==> src/rtl/mul_sched_ctrl.sv <==
// Round-robin scheduler/controller for a shared repeated-addition multiplier.
// Optional macro MUL_SCHED_OPSWAP_EN: swap operands at grant so B is the smaller one.
module mul_sched_ctrl #(
  parameter int W    = 16,
  parameter int NREQ = 2,
  parameter int IDW  = $clog2(NREQ)
) (
  input  logic              clk,
  input  logic              rst_n,
  input  logic [NREQ-1:0]   req,
  input  logic [NREQ*W-1:0] a_in,
  input  logic [NREQ*W-1:0] b_in,
  output logic [NREQ-1:0]   gnt,
  output logic              busy,
  output logic              res_valid,
  output logic [IDW-1:0]    res_id,
  output logic [W-1:0]      res_data,
  output logic [W-1:0]      dp_data,
  output logic              ldA,
  output logic              ldB,
  output logic              ldP,
  output logic              clrP,
  output logic              decB,
  input  logic              eqz,
  input  logic [W-1:0]      dp_y
);

  typedef enum logic [2:0] {
    IDLE,
    LDA,
    LDB,
    ACC,
    DONE
  } state_t;

  state_t state, state_nx;

  logic [IDW-1:0]    rr_ptr;
  logic [IDW-1:0]    id_q;
  logic [W-1:0]      b_q;
  logic [W-1:0]      dp_q;
  logic [W-1:0]      res_data_q;
  logic [IDW-1:0]    res_id_q;

  logic [2*NREQ-1:0] dbl;
  logic [NREQ-1:0]   rot;
  logic              found;
  int                off;
  logic [IDW:0]      sum;
  logic [IDW-1:0]    pick;
  logic [IDW-1:0]    ptr_nx;
  logic [NREQ-1:0]   onehot;
  logic [W-1:0]      a_raw, b_raw;
  logic [W-1:0]      a_sel, b_sel;
  logic              take;

  // round-robin search: rotate req so rr_ptr sits at bit 0, take first set bit
  always_comb begin
    dbl   = {req, req};
    rot   = NREQ'(dbl >> rr_ptr);
    found = 1'b0;
    off   = 0;
    for (int k = 0; k < NREQ; k++) begin
      if (!found && rot[k]) begin
        found = 1'b1;
        off   = k;
      end
    end
    sum = {1'b0, rr_ptr} + (IDW+1)'(off);
    if (sum >= (IDW+1)'(NREQ))
      sum = sum - (IDW+1)'(NREQ);
    pick   = sum[IDW-1:0];
    onehot = NREQ'(1) << pick;
    ptr_nx = (pick == IDW'(NREQ-1)) ? '0 : pick + 1'b1;
  end

  // operand mux for the winning requester, with optional swap
  always_comb begin
    a_raw = '0;
    b_raw = '0;
    for (int k = 0; k < NREQ; k++) begin
      if (pick == IDW'(k)) begin
        a_raw = a_in[k*W +: W];
        b_raw = b_in[k*W +: W];
      end
    end
`ifdef MUL_SCHED_OPSWAP_EN
    if (b_raw > a_raw) begin
      a_sel = b_raw;
      b_sel = a_raw;
    end else begin
      a_sel = a_raw;
      b_sel = b_raw;
    end
`else
    a_sel = a_raw;
    b_sel = b_raw;
`endif
  end

  // state register
  always_ff @(posedge clk or negedge rst_n) begin
    if (!rst_n) state <= IDLE;
    else        state <= state_nx;
  end

  // next state and per-state strobes
  always_comb begin
    state_nx  = state;
    gnt       = '0;
    busy      = 1'b1;
    res_valid = 1'b0;
    ldA       = 1'b0;
    ldB       = 1'b0;
    ldP       = 1'b0;
    clrP      = 1'b0;
    decB      = 1'b0;
    take      = 1'b0;
    unique case (state)
      IDLE: begin
        busy = 1'b0;
        if (found && rst_n) begin
          gnt      = onehot;
          take     = 1'b1;
          state_nx = LDA;
        end
      end
      LDA: begin
        ldA      = 1'b1;
        state_nx = LDB;
      end
      LDB: begin
        ldB      = 1'b1;
        clrP     = 1'b1;
        state_nx = ACC;
      end
      ACC: begin
        if (eqz) begin
          state_nx = DONE;
        end else begin
          ldP  = 1'b1;
          decB = 1'b1;
        end
      end
      DONE: begin
        res_valid = 1'b1;
        state_nx  = IDLE;
      end
      default: state_nx = IDLE;
    endcase
  end

  // operand capture, dp bus and result hold registers
  // dp_q doubles as the latched A: it is loaded with A at grant
  always_ff @(posedge clk or negedge rst_n) begin
    if (!rst_n) begin
      rr_ptr     <= '0;
      id_q       <= '0;
      b_q        <= '0;
      dp_q       <= '0;
      res_data_q <= '0;
      res_id_q   <= '0;
    end else begin
      if (take) begin
        rr_ptr <= ptr_nx;
        id_q   <= pick;
        b_q    <= b_sel;
        dp_q   <= a_sel;
      end
      if (state == LDA)
        dp_q <= b_q;
      if (state == ACC && eqz) begin
        res_data_q <= dp_y;
        res_id_q   <= id_q;
      end
    end
  end

  assign dp_data  = dp_q;
  assign res_data = res_data_q;
  assign res_id   = res_id_q;

endmodule

==> config.mk <==
export PLATFORM = sky130hd
export DESIGN_NAME = mul_sched_ctrl
export DESIGN_NICKNAME = d
export VERILOG_FILES = /design/src/rtl/mul_sched_ctrl.sv
export SDC_FILE = /design/constraint.sdc
export NUM_CORES = 1
export LEC_CHECK = 0
export BUFFER_PORTS_ARGS = -buffer_cell sky130_fd_sc_hd__buf_2
export CAP_MARGIN = 40
export CORE_UTILIZATION = 49
export DETAILED_ROUTE_END_ITERATION = 12
export MAX_ROUTING_LAYER = met4
export PLACE_DENSITY = 0.82
export SYNTH_ARGS = -nofsm -noshare
export SYNTH_HDL_FRONTEND = slang
export SYNTH_SLANG_ARGS = --single-unit
==> constraint.sdc <==
create_clock -name clk -period 2.1 [get_ports clk]
set_clock_uncertainty 0.1 [all_clocks]
set_input_delay 0.21 -clock clk [delete_from_list [all_inputs] [get_ports clk]]
set_output_delay 0.21 -clock clk [all_outputs]
set_load 0.05 [all_outputs]
Word-level counts from Yosys, hierarchy flattened
Cells that the tools add are included.
{ "word_totals": {"input_bits": 85, "output_inout_bits": 42, "register_bits": 54, "elab_cells": 48} }
{ "op_classes": {"n_shift": 2, "muxes": 22, "n_eq_ne": 6, "order_cmp": 1, "add_sub_neg": 3, "n_reduce_logical": 7} }
{ "ops": {"columns": ["cell", "n"], "rows": [
  ["16-bit two-way mux", 4],
  ["1-bit two-way mux", 13],
  ["3-bit one-hot mux with 4 select lines", 1],
  ["3-bit by 2-bit equality test with 1-bit output, second input constant", 2],
  ["3-bit two-way mux", 2],
  ["2-bit two-way mux", 2],
  ["2-bit != test, second input constant", 2],
  ["4-bit by 1-bit >> shifter with 2-bit output", 1],
  ["3-bit by 1-bit equality test with 1-bit output, second input constant", 1],
  ["3-bit equality test, second input constant", 1],
  ["1-bit logical AND", 3],
  ["3-bit logical NOT", 1],
  ["1-bit by 1-bit adder with 2-bit output", 1],
  ["2-bit greater-or-equal comparator, second input constant", 1],
  ["2-bit AND reduction", 1],
  ["2-bit nonzero test", 1],
  ["1-bit by 1-bit left shift with 2-bit output, first input constant", 1],
  ["1-bit adder, second input constant", 1],
  ["1-bit logical NOT", 1],
  ["1-bit subtractor, second input constant", 1]
]} }

Depth between registers and ports, before layout
Gate-level depths: netlist of run 1.
{ "logic_depth": {"ltp_word": 11, "ltp_mapped": 7, "ltp_nobuf": 4} }

Least setup slack after synthesis of run 1
No wires, ideal clock.
{ "synth_timing": {"kind": "flip-flop to output port", "from": "reg state[1]", "to": "out ldB", "required_ps": 1790, "path_stages_with_launch": 4, "arrival_ps": 2081, "slack_ps": -291, "path_buffers": 2, "path_cell_list": "dfrtp_1 buf_4 nor3b_1 buf_4"} }
{ "synth_between": {"elab_chain_len": 2} }
{ "synth_lines": {"columns": ["element", "line", "rtl"], "rows": [
  ["start, declared", "36", "state_t state, state_nx;"],
  ["start signal, assigned", "104", "else state <= state_nx;"],
  ["3-bit by 2-bit equality test with 1-bit output", null, null],
  ["1-bit two-way mux", null, null],
  ["end, declared", "20", "output logic ldB,"]
]} }
Every way passes these cells.

Worst setup path in the final report of run 1
{ "layout_timing": {"from": "reg state[0]", "to": "out gnt[0]"} }
{ "layout_between": {"elab_chain_len": 2} }
{ "layout_lines": {"columns": ["element", "line", "rtl"], "rows": [
  ["3-bit logical NOT", "119", "unique case (state)"],
  ["2-bit two-way mux", "119", null],
  ["end, declared", "13", "output logic [NREQ-1:0] gnt,"]
]} }
Every way passes these cells.

==> results of run 1 <==
-- kinds of logic after synthesis --
logic type             after synthesis
AND/OR/NAND/NOR                    133
buffers and inverters               23
flip-flops                          54
multiplexers                        16
AO/OA/AOI/OAI                       55
-- area by class of cell --
| class | instances | area, sq um | area share |
|---|---|---|---|
| clock buffers | 7 | 76.3 | 0.0219 |
| clock inverters | 1 | 30.0 | 0.00860 |
| inverters | 2 | 7.51 | 0.00215 |
| multi-input cells | 204 | 1080 | 0.309 |
| flip-flops and latches | 54 | 1350 | 0.387 |
| well taps | 70 | 87.6 | 0.0251 |
| repair buffers | 150 | 861 | 0.247 |
-- worst reg2reg max path, cell delays in order, from the launching register on --
cell and delay, ns:
dfrtp_1 0.51, nor3_4 0.23, and2_1 0.58, nor2_1 0.11, a21oi_1 0.13
-- cells in the final DEF (no fill, tap or decap), drive strengths merged, types with 2 or more instances in the layout --
cell	Yosys	final
buf	20	135
inv	2	2
dlygate4sd3	0	15
nor2	25	25
o21a	2	2
clkbuf	1	7
mux2i	16	16
dfrtp	54	54
o21bai	2	2
nand2	101	101
a21oi	33	33
nor3b	2	2
o221ai	16	16
nand2b	2	2
-- through the flow --
stage,worst slack [ns],cells,hold slack [ns],power [mW]
after floorplan,0.125,281,-0.186,4.26
after global placement,0.458,465,0.299,4.84
after detailed placement,0.384,465,0.303,4.92
after CTS,0.106,488,0.00229,5.63
after global routing,0.0495,488,0.0231,5.98
final,0.172,488,0.0213,5.61
-- sequential cells by signal, summed over array words and instances (netlist names) --
signal / cells
b_q: 16
dp_data: 16
res_data: 16
state: 3
id_q: 1
res_id: 1
rr_ptr: 1
-- timing repair --
| action | 4_1_cts | 5_1_grt |
|---|---|---|
| endpoints found under the setup margin | 0 | 1 |
| resized for setup | 0 | 1 |
| hold endpoints to repair | 68 | 0 |
| hold buffers | 15 | 0 |
-- power groups by stage --
| stage | registers [mW] | logic, mW | clock network [mW] |
|---|---|---|---|
| after CTS | 1.86 | 3.07 | 0.700 |
| after global placement | 1.87 | 2.97 | 0 |
| final | 1.87 | 3.06 | 0.682 |
| after global routing | 1.94 | 3.31 | 0.735 |
| after floorplan | 2.81 | 1.45 | 0 |
| after detailed placement | 1.87 | 3.05 | 0 |
-- routing by layer --
layer	track usage	vias to the layer above	share of wire
li1	-	1208	-
met1	0.307	1125	0.43
met2	0.410	137	0.48
met3	0.0501	11	0.076
met4	0.0755	0	0.013
met5	-	-	0
-- final timing paths --
path,start,slack [ns],cells after the start,to
max reg2reg,state[0],0.38,4,b_q[6]
min reg2reg,res_data[1],0.38,2,res_data[1]
max in group asynchronous,rst_n,0.93,3,b_q[15]
max,state[0],0.17,4,gnt[0]
min,dp_y[5],0.02,3,res_data[5]
min in group asynchronous,rst_n,0.50,3,b_q[2]
==> impl_metrics.json, run 1 <==
{
  "diodes": 0,
  "grt-ovfl-total": 0,
  "netlist_area_sq_um": 2580,
  "drt_iter0_drc": 192,
  "crit_path_end_kind": "output port",
  "grt_pass1_vias": 2316,
  "hold_viol": 0,
  "syn_to_final_growth_pct": 35.6,
  "setup_tns_ns": 0,
  "critPathSlowestCell": "dfrtp_1",
  "grt_max_degree": 55,
  "synth_cell_types": 24,
  "criticalPathCategory": "reg -> out",
  "netSwitchingPower_mw": 2.83,
  "clock.fmax_mhz": 519,
  "min_period_over_period": 0.918,
  "post_drt_via_cell_ratio": 5.08,
  "avgSynthCellArea_sq_um": 9.17,
  "gp_congestion": 0.778,
  "grt_usage": 0.248,
  "period_needed_ns": 1.93,
  "p_sw_frac": 0.504,
  "hold_class": "in -> reg",
  "setup_viol": 0,
  "cpLargestDelayFamily": "simple AND/OR/NAND/NOR gates",
  "first_pass_iters": 4,
  "critical_path_buf_inv_count": 1,
  "nets": 502,
  "stdcell_area_sq_um": 3490,
  "synthArstFlopShare": 1.00,
  "drc_errors": 0,
  "synth_edf_count": 0,
  "ys_ff_latch": 54,
  "max-cap-violations": 0,
  "setup.worst_path.start_class": "register",
  "leakagePower_nw": 1.86,
  "synth_mux_area_frac": 0.0622,
  "clkTransAtPathRegs_ns": 0.09,
  "antenna_found_initial": 0,
  "hpwl_microns": 4460,
  "worst_pin_slew_ns": 0.696,
  "run_status": "finished, final reports clean",
  "rsz0062_at_grt": "false",
  "yosysWarningCount": 0,
  "io_pins": 127,
  "clock_path_buffers": 2,
  "cp_cell_sequence": "nor3_4, nand2_1, nor2_1, buf_2",
  "ir_drop_mv": 1.05,
  "pwr-share-clk": 0.121,
  "synth_compound_area_frac": 0.138,
  "synth_cells": 281,
  "post_drt_wl_per_cell_microns": 13.6,
  "vias": 2481,
  "synth.most_common_cell": "nand2_1",
  "synthAdderAreaFrac": 0,
  "critPathMaxFanout": 8,
  "ys_top_cells_by_area": "dfrtp_1 52%, nand2_1 15%, a21oi_1 6.4%",
  "synthFlopType": "dfrtp_1",
  "dpl_cell_area_sq_um": 3230,
  "combPwrFrac": 0.546,
  "grt_pass1_wl_microns": 10100,
  "drtAntennaViolNets": 0,
  "yosys-top-cells-count": "101 x nand2_1, 54 x dfrtp_1, 33 x a21oi_1",
  "die_h_microns": 74.5,
  "crit_arrival_ns": 1.62,
  "ys_seq_area_frac": 0.525,
  "slew_violations": 0,
  "critical_path.max_stage_delay_ns": 0.51,
  "finalCoreUtilization": 0.688,
  "cts_tree": "yes",
  "clock-root-buffer": "clkbuf_8",
  "crit_required_ns": 1.79,
  "clkLatencyLatePin_ns": 0.30,
  "postCtsSetupBuffers": 0,
  "synth_top_family_by_area": "simple AND/OR/NAND/NOR gates",
  "n_fill_cell": 415,
  "initial_core_util": 0.508,
  "syn_nets": 366,
  "die_x_microns": 74.5,
  "synthXorXnorAreaFrac": 0,
  "fp.coreArea_sq_um": 5070,
  "slew_headroom": 0.536,
  "num_rows": 26,
  "cts_buffers": 5,
  "clock-sinks": 54,
  "yosysTopAreaCell": "dfrtp_1",
  "io_buffers": 126,
  "drt_wl_total_microns": 6620,
  "yosys.area_share.simple": 0.214,
  "synth_top_area_share": 0.525,
  "p_int_mw": 2.78,
  "dieArea_sq_um": 5550,
  "drive_above_1_share": 0.356,
  "cts.htree.levels": 2,
  "seq_power_share": 0.333,
  "pwr_density_cell_nw_per_um2": 1610
}
Note: power is estimated with default switching activity, not from simulation.
==> run 2, diff against run 1 <==
--- a/config.mk
+++ b/config.mk
@@ -11,6 +11,7 @@
 export DETAILED_ROUTE_END_ITERATION = 12
 export MAX_ROUTING_LAYER = met4
 export PLACE_DENSITY = 0.82
+export REMOVE_ABC_BUFFERS = 1
 export SYNTH_ARGS = -nofsm -noshare
 export SYNTH_HDL_FRONTEND = slang
 export SYNTH_SLANG_ARGS = --single-unit
==> run 2 against run 1 <==
Net effect: worst setup slack worse by 0.012 ns; die area is the same; sequential power is 2% lower; final area is 1.1% lower; combinational power about the same; first-iteration DRC count is 44% lower; register-to-register slack worse by 0.04 ns; final cell count decreased by 0.41%; flip-flop and latch count is the same; critical path type is now in -> out.
==> impl_metrics.json, run 2 (same netlist as run 1, synthesis figures left out) <==
{
  "period_needed_ns": 1.94,
  "hold_viol": 0,
  "cts.htree.levels": 2,
  "hold-worst-slack_ns": 0.0102,
  "post-place-ws_ns": 0.338,
  "antenna_found_initial": 0,
  "cts_buffers": 5,
  "grt_usage": 0.231,
  "hold_buffers": 13,
  "drt_iter0_drc": 107,
  "layout_commonest_cell": "buf_2",
  "syn_to_final_growth_pct": 34.0,
  "run_status": "finished, final reports clean",
  "gp_congestion": 0.759,
  "worst_pin_slew_ns": 0.713,
  "drc_errors": 0,
  "drive_above_1_share": 0.361,
  "clock_path_buffers": 2,
  "first_pass_iters": 5,
  "grt-ovfl-total": 0,
  "initial_core_util": 0.508,
  "crit_path_end_kind": "output port",
  "criticalPathCategory": "in -> out",
  "finalCoreUtilization": 0.680,
  "leakagePower_nw": 1.85,
  "slew_violations": 0,
  "drtAntennaViolNets": 0,
  "hpwl_microns": 4370,
  "setup_tns_ns": 0,
  "setup.worst_path.start_class": "input port",
  "diodes": 0,
  "grt_pass1_wl_microns": 9440,
  "min_period_over_period": 0.924,
  "fin_total_pwr_mw": 5.53,
  "num_rows": 26,
  "post_drt_wl_per_cell_microns": 12.9,
  "drt_wl_total_microns": 6250,
  "ir_drop_mv": 1.22,
  "stdcell_area_sq_um": 3450,
  "postCtsSetupBuffers": 0,
  "hold_class": "in -> reg",
  "clock.fmax_mhz": 515,
  "post_drt_via_cell_ratio": 4.94,
  "dpl_cell_area_sq_um": 3210,
  "clkLatencyLatePin_ns": 0.30,
  "setup_viol": 0,
  "slew_headroom": 0.525,
  "grt_max_degree": 55,
  "vias": 2403,
  "max-cap-violations": 0,
  "stdcell_count": 486,
  "mostFrequentLayoutCells": "126 x buf_2, 101 x nand2_1, 54 x dfrtp_1",
  "rsz0062_at_grt": "false",
  "pwr_density_cell_nw_per_um2": 1600,
  "critPathMaxFanout": 4,
  "fin_ws_ns": 0.160,
  "clock-sinks": 54,
  "io_buffers": 126,
  "dieArea_sq_um": 5550,
  "crit_arrival_ns": 1.63,
  "dp.cells": 465,
  "grt_pass1_vias": 2162,
  "cts_tree": "yes",
  "io_pins": 127,
  "clock-root-buffer": "clkbuf_8",
  "die_x_microns": 74.5,
  "die_h_microns": 74.5,
  "fp.coreArea_sq_um": 5070,
  "clkTransAtPathRegs_ns": 0.09,
  "nets": 500,
  "crit_required_ns": 1.79,
  "cts_resized": 0
}
run 2: path summary, 6_finish.rpt:
path	depth (start not counted)	start	slack (ns)	end
worst max-delay path	6	rst_n	0.16	gnt[1]
worst min-delay path	3	dp_y[4]	0.01	res_data[4]
worst max register to register	4	state[0]	0.34	b_q[12]
worst min register to register	2	res_id	0.38	res_id
max in group asynchronous	3	rst_n	0.92	b_q[1]
min in group asynchronous	3	rst_n	0.53	b_q[3]
run 2: worst max-delay path: stages:
cell           delay (ns)
dlygate4sd3_1        0.56
buf_2                0.13
o21a_1               0.15
nand2_1              0.12
nor2_1               0.18
buf_2                0.29
run 2: power by group:
part	switching, mW	internal [mW]	total (mW)
sequential	0.295	1.54	1.83
clock	0.317	0.333	0.650
combinational	2.18	0.859	3.04
run 2: per-layer routing:
| layer | global-route usage | routed length (microns) |
|---|---|---|
| met2 | 0.392 | 2970 |
| met3 | 0.0407 | 526 |
| met5 | - | 0 |
| met1 | 0.287 | 2710 |
| met4 | 0.0503 | 46 |
run 2: area by class of cell:
| cell class | instances | area, sq um |
|---|---|---|
| fill | 416 | 1620 |
| sequential | 54 | 1350 |
| multi-input combinational | 204 | 1070 |
| timing repair buffer | 148 | 828 |
| clock buffer | 8 | 110 |
| tap | 70 | 87.6 |
| inverter | 2 | 7.51 |
